--- src/rtl/conv_window_loader.sv ---
// rtl/conv_window_loader.sv - K x K window buffer load sequencer for one convolution layer
// Build option WINDOW_SHIFT_EN: horizontal slides shift the buffer and fetch only STRIDE new columns.
module conv_window_loader #(
  parameter int PIC_W  = 8,
  parameter int PIC_H  = 8,
  parameter int K      = 3,
  parameter int STRIDE = 1,
  parameter int ADDR_W = 8,
  localparam int BW    = (K > 1) ? $clog2(K) : 1
) (
  input  logic              clk,
  input  logic              rst,
  input  logic              initLd,
  input  logic              ldBuf,
  output logic              memRdEn,
  output logic [ADDR_W-1:0] memAddr,
  output logic              bufWrEn,
  output logic [BW-1:0]     bufRow,
  output logic [BW-1:0]     bufCol,
  output logic              bufShift,
  output logic              ldBufDone,
  output logic              ctrlDone
);

  localparam int RW       = (PIC_H > 1) ? $clog2(PIC_H) : 1;
  localparam int CW       = (PIC_W > 1) ? $clog2(PIC_W) : 1;
  localparam int LAST_ROW = PIC_H - K;
  localparam int LAST_COL = PIC_W - K;

  localparam logic [2:0] IDLE      = 3'd0;
  localparam logic [2:0] LOAD_FULL = 3'd1;
`ifdef WINDOW_SHIFT_EN
  localparam logic [2:0] LOAD_COLS = 3'd2;
  localparam logic [BW-1:0] C_NEW0 = BW'(K - STRIDE);
`endif
  localparam logic [2:0] FLUSH     = 3'd3;
  localparam logic [2:0] DONE      = 3'd4;

  localparam logic [BW-1:0] C_LAST = BW'(K - 1);

  logic [2:0]    r_state;
  logic [RW-1:0] r_win_row;
  logic [CW-1:0] r_win_col;
  logic [BW-1:0] r_rd_r;
  logic [BW-1:0] r_rd_c;
  logic          r_wr_en;
  logic [BW-1:0] r_wr_row;
  logic [BW-1:0] r_wr_col;
  logic          r_ctrl_done;

  logic              w_rd_en;
  logic              w_col_fits;
  logic              w_last_win;
  logic [ADDR_W-1:0] w_addr;

`ifdef WINDOW_SHIFT_EN
  assign w_rd_en = (r_state == LOAD_FULL) || (r_state == LOAD_COLS);
`else
  assign w_rd_en = (r_state == LOAD_FULL);
`endif

  assign w_col_fits = (int'(r_win_col) + STRIDE) <= LAST_COL;
  assign w_last_win = (int'(r_win_row) == LAST_ROW) && (int'(r_win_col) == LAST_COL);
  assign w_addr     = ADDR_W'((int'(r_win_row) + int'(r_rd_r)) * PIC_W
                              + int'(r_win_col) + int'(r_rd_c));

  always_ff @(posedge clk or negedge rst) begin
    if (!rst) begin
      r_state     <= IDLE;
      r_win_row   <= '0;
      r_win_col   <= '0;
      r_rd_r      <= '0;
      r_rd_c      <= '0;
      r_wr_en     <= 1'b0;
      r_wr_row    <= '0;
      r_wr_col    <= '0;
      r_ctrl_done <= 1'b0;
    end else begin
      // Read data returns one cycle later, so the write side trails the read side by one stage.
      r_wr_en <= w_rd_en;
      if (w_rd_en) begin
        r_wr_row <= r_rd_r;
        r_wr_col <= r_rd_c;
      end

      case (r_state)
        // DONE takes commands too, so the controller can respond to ldBufDone at once.
        IDLE, DONE: begin
          if (initLd) begin
            r_win_row   <= '0;
            r_win_col   <= '0;
            r_rd_r      <= '0;
            r_rd_c      <= '0;
            r_ctrl_done <= 1'b0;
            r_state     <= LOAD_FULL;
          end else if (ldBuf && !r_ctrl_done) begin
            r_rd_r <= '0;
            if (w_col_fits) begin
              r_win_col <= CW'(int'(r_win_col) + STRIDE);
`ifdef WINDOW_SHIFT_EN
              r_rd_c    <= C_NEW0;
              r_state   <= LOAD_COLS;
`else
              r_rd_c    <= '0;
              r_state   <= LOAD_FULL;
`endif
            end else begin
              r_win_col <= '0;
              r_win_row <= RW'(int'(r_win_row) + STRIDE);
              r_rd_c    <= '0;
              r_state   <= LOAD_FULL;
            end
          end else begin
            r_state <= IDLE;
          end
        end

        LOAD_FULL: begin
          if (r_rd_c == C_LAST) begin
            r_rd_c <= '0;
            if (r_rd_r == C_LAST) begin
              r_rd_r  <= '0;
              r_state <= FLUSH;
            end else begin
              r_rd_r <= r_rd_r + BW'(1);
            end
          end else begin
            r_rd_c <= r_rd_c + BW'(1);
          end
        end

`ifdef WINDOW_SHIFT_EN
        LOAD_COLS: begin
          if (r_rd_c == C_LAST) begin
            r_rd_c <= C_NEW0;
            if (r_rd_r == C_LAST) begin
              r_rd_r  <= '0;
              r_state <= FLUSH;
            end else begin
              r_rd_r <= r_rd_r + BW'(1);
            end
          end else begin
            r_rd_c <= r_rd_c + BW'(1);
          end
        end
`endif

        FLUSH: begin
          r_ctrl_done <= w_last_win;
          r_state     <= DONE;
        end

        default: r_state <= IDLE;
      endcase
    end
  end

  assign memRdEn   = w_rd_en;
  assign memAddr   = w_rd_en ? w_addr : '0;
  assign bufWrEn   = r_wr_en;
  assign bufRow    = r_wr_row;
  assign bufCol    = r_wr_col;
  assign ldBufDone = (r_state == DONE);
  assign ctrlDone  = r_ctrl_done;

`ifdef WINDOW_SHIFT_EN
  assign bufShift = (r_state == LOAD_COLS) && (r_rd_r == '0) && (r_rd_c == C_NEW0);
`else
  assign bufShift = 1'b0;
`endif

endmodule

--- config.mk ---
export PLATFORM = sky130hd
export DESIGN_NAME = conv_window_loader
export DESIGN_NICKNAME = d
export VERILOG_FILES = /design/src/rtl/conv_window_loader.sv
export SDC_FILE = /design/constraint.sdc
export NUM_CORES = 1
export LEC_CHECK = 0
export ABC_AREA = 1
export CORE_UTILIZATION = 47
export DETAILED_ROUTE_END_ITERATION = 16
export GPL_TIMING_DRIVEN = 0
export PLACE_DENSITY = 0.84
export REMOVE_ABC_BUFFERS = 1
export SYNTH_ARGS = -nofsm -noshare
export SYNTH_HDL_FRONTEND = slang
export SYNTH_SLANG_ARGS = --single-unit
--- constraint.sdc ---
create_clock -name clk -period 2.01 [get_ports clk]
set_input_delay 0.402 -clock clk [delete_from_list [all_inputs] [get_ports clk]]
set_output_delay 0.402 -clock clk [all_outputs]
set_load 0.02 [all_outputs]
==> qor.csv, run 1 <==
metric,value,unit
slew_violations,0,
initial_core_util,0.4980,
period_share,1.243,
vdd_ir_drop_max,0.8152,mV
clk_path_buf_depth,2,
p_per_area,1571,mW/mm^2
wl_per_cell,13.70,um
dr.pass1.iters,4,
die_w,53.24,um
worstSetupStartpoint,r_win_row[0],
std_cell_rows,18,
dpl.hpwl,1.924,mm
synth.area.top_cells,"dfrtp_1 39%, nand2_1 14%, ha_1 9.1%",
synth-edff-count,0,
worstSetupEndpoint,memAddr[6],
ys.flop_type,dfrtp_1,
stdcell_area,0.001595,mm^2
cts_tree,done,
status,"complete, but fails checks",
path_max_fanout,3,
clockRootBuffer,clkbuf_4,
core,0.002477,mm^2
synth_top_cell_area_share,0.3854,
fin_skew,0.0008717,ns
required,1.61,ns
avgViaCountPerCell,5.249,
die_y,53.24,um
slew_headroom,0.4275,
cts_sinks,19,
antenna_found_initial,0,
critical-path-max-stage-delay,0.52,ns
r2r_end,r_win_row[1],
synth.most_common_cell,nand2_1,
cp_top_family,adder cells,
drt-initial-drc-count,55,
htree_levels,1,
hold_violations,0,
critPathArrivalTime,2.10,ns
fin_crit,2.498,ns
drive_gt1_frac,0.2674,
r2r_cells,9,
synth-seq-area-share,0.3854,
drc,0,
numCtsBuffers,3,
pin_count,21,
p_leak,0.8141,nW
startpoint_type,flop,
diodes,0,
wirelength,2.972,mm
syn_area,0.001234,mm^2
rsz0062_at_grt,yes,
path_cells,ha_4 -> fa_1 -> buf_4 -> inv_4 -> nor2_2 -> nand2_1 -> nand2_1 -> nand2_1 -> inv_1 -> buf_6,
fmax,400.3,MHz
yosysWarnings,0,
critPathKind,flop to primary output,
cp_slowest_cell,fa_1,
grt_max_degree,20,
pre_cts_ws,-0.6729,ns
finalSetupViolations,6,
final.setup.worst_slack,-0.4883,ns
cpMostUsedCell,nand2_1,
area_growth,29.31,%
worst-path-stages,10,
synth_area_per_cell,7.808,um^2
port_buffers,19,
r2r_start,r_win_col[1],
first_global_vias,1055,
cap_violations,0,
grt.total_usage,0.2369,
ant_nets,0,
num_vias,1139,
r2r_slack,0.21,ns
synth_cell_types,26,
dpl_cell_area,0.001430,mm^2
synth_cells,158,
dieArea,0.002834,mm^2
synth_area_leader_cell,dfrtp_1,
synth-seq-cells,19,
final_nets,203,
synth_common_cells,"47 x nand2_1, 19 x dfrtp_1, 18 x nor2_1",
min_path_type,flop to flop,
endpoint_kind,primary output,
clkTransAtPathRegs,0.11,ns
path_buf_inv,4,
grt_pass1_wl,4.830,mm
violations,setup timing,
place.gp.congestion,0.7992,
fillers,196,
tightest_slew,0.8561,ns
grt_overflow,0,
async_reset_ff_frac,1.000,
clk-insertion-delay-late,0.30,ns
[worst reg2reg max path, stage by stage (launching register included)]
cell and delay [ns]:
dfrtp_2 0.47, buf_4 0.15, buf_4 0.14, ha_1 0.19, o21ai_0 0.18, nand2_1 0.09, nand2_1 0.18, nand2_1 0.13
nand2_1 0.11, nand2_1 0.06
[worst min-delay path by stage]
| stage | startpoint | to | cells after the start |
|---|---|---|---|
| floorplan | rst | bufCol[0] | 0 |
| global placement | bufRow[0] | bufRow[0] | 2 |
| detailed placement | bufRow[0] | bufRow[0] | 2 |
| CTS | bufRow[0] | bufRow[0] | 2 |
| global route | bufRow[0] | bufRow[0] | 2 |
| finish | bufRow[0] | bufRow[0] | 2 |
[per-layer routing]
layer	global-route usage	wire, um	vias up	part of all wire
li1	-	-	553	-
met1	0.2837	1172	525	0.39
met2	0.4208	1577	52	0.53
met3	0.04023	151	9	0.051
met4	0.07895	70	0	0.024
met5	0	0	-	0
[power breakdown]
part	internal [W]	switching (W)
Combinational	0.000695	0.000914
Sequential	0.000526	0.000174
Clock	0.0000743	0.000124
[sequential cells by signal, indices dropped and copies added, names as in the netlist]
signal and flops:
bufCol 2, bufRow 2, bufWrEn 1, ctrlDone 1
r_rd_c 2, r_rd_r 2, r_state 3, r_win_col 3
r_win_row 3
[final cells by class]
| class | count | area, um^2 | share of cell area |
|---|---|---|---|
| timing repair buffer | 29 | 247.7 | 0.1553 |
| tap | 30 | 37.54 | 0.02353 |
| clock buffer | 3 | 22.52 | 0.01412 |
| inverter | 18 | 70.07 | 0.04392 |
| clock inverter | 1 | 5.005 | 0.003137 |
| multi-input combinational | 117 | 732.0 | 0.4588 |
| sequential | 19 | 480.5 | 0.3012 |
[cells by family after synthesis]
| group | Yosys count | share of synthesized area |
|---|---|---|
| flops | 19 | 0.3854 |
| other cells | 1 | 0.003040 |
| simple gates | 89 | 0.3337 |
| fa+ha+maj | 11 | 0.1237 |
| buf+inv | 22 | 0.08012 |
| compound gates | 13 | 0.05274 |
| xor+xnor | 3 | 0.02130 |
[metrics by stage]
stage            util  TNS [ns]  hold WS [ns]  std cells  power [W]
2_1_floorplan       -   -0.3199        0.1064        154   0.001525
3_3_place_gp   0.5773    -2.959        0.4672        203   0.001951
3_5_place_dp   0.5773    -3.404        0.4781        203   0.002029
4_1_cts        0.6207    -1.885        0.4990        214   0.002330
5_1_grt        0.6439    -2.587        0.5175        217   0.002698
6_report       0.6439    -1.976        0.4981        217   0.002507
[cell usage in the layout (no fill, tap or decap), types with 2 or more instances in the layout]
cell type,synthesis,final
nor2_2,0,2
nand4_1,2,2
nor2_1,18,16
o21ai_0,6,6
clkbuf_4,0,3
nand3_1,11,11
dfrtp_2,0,4
dfrtp_1,19,15
buf_4,2,16
ha_1,9,6
a21oi_1,4,4
nand2_2,3,4
nand2_4,1,2
clkdlybuf4s50_1,0,9
o21ai_1,3,3
inv_2,2,4
inv_1,16,13
ha_4,0,3
nand2_1,47,45
[timing repair]
| item | CTS | global route |
|---|---|---|
| endpoints found under the setup margin | 9 | 9 |
| hold buffers | 0 | 0 |
| resized for setup | 49 | 16 |
| buffers inserted | 7 | 3 |
| pin swaps | 5 | 9 |
Note: power is estimated with default switching activity, not from simulation.
==> inputs of run 2 (changes only) <==
HOLD_SLACK_MARGIN = 0.08   (was not set)
==> results of run 2 <==
Final layout, timing and power as in run 1 (identical DEF).
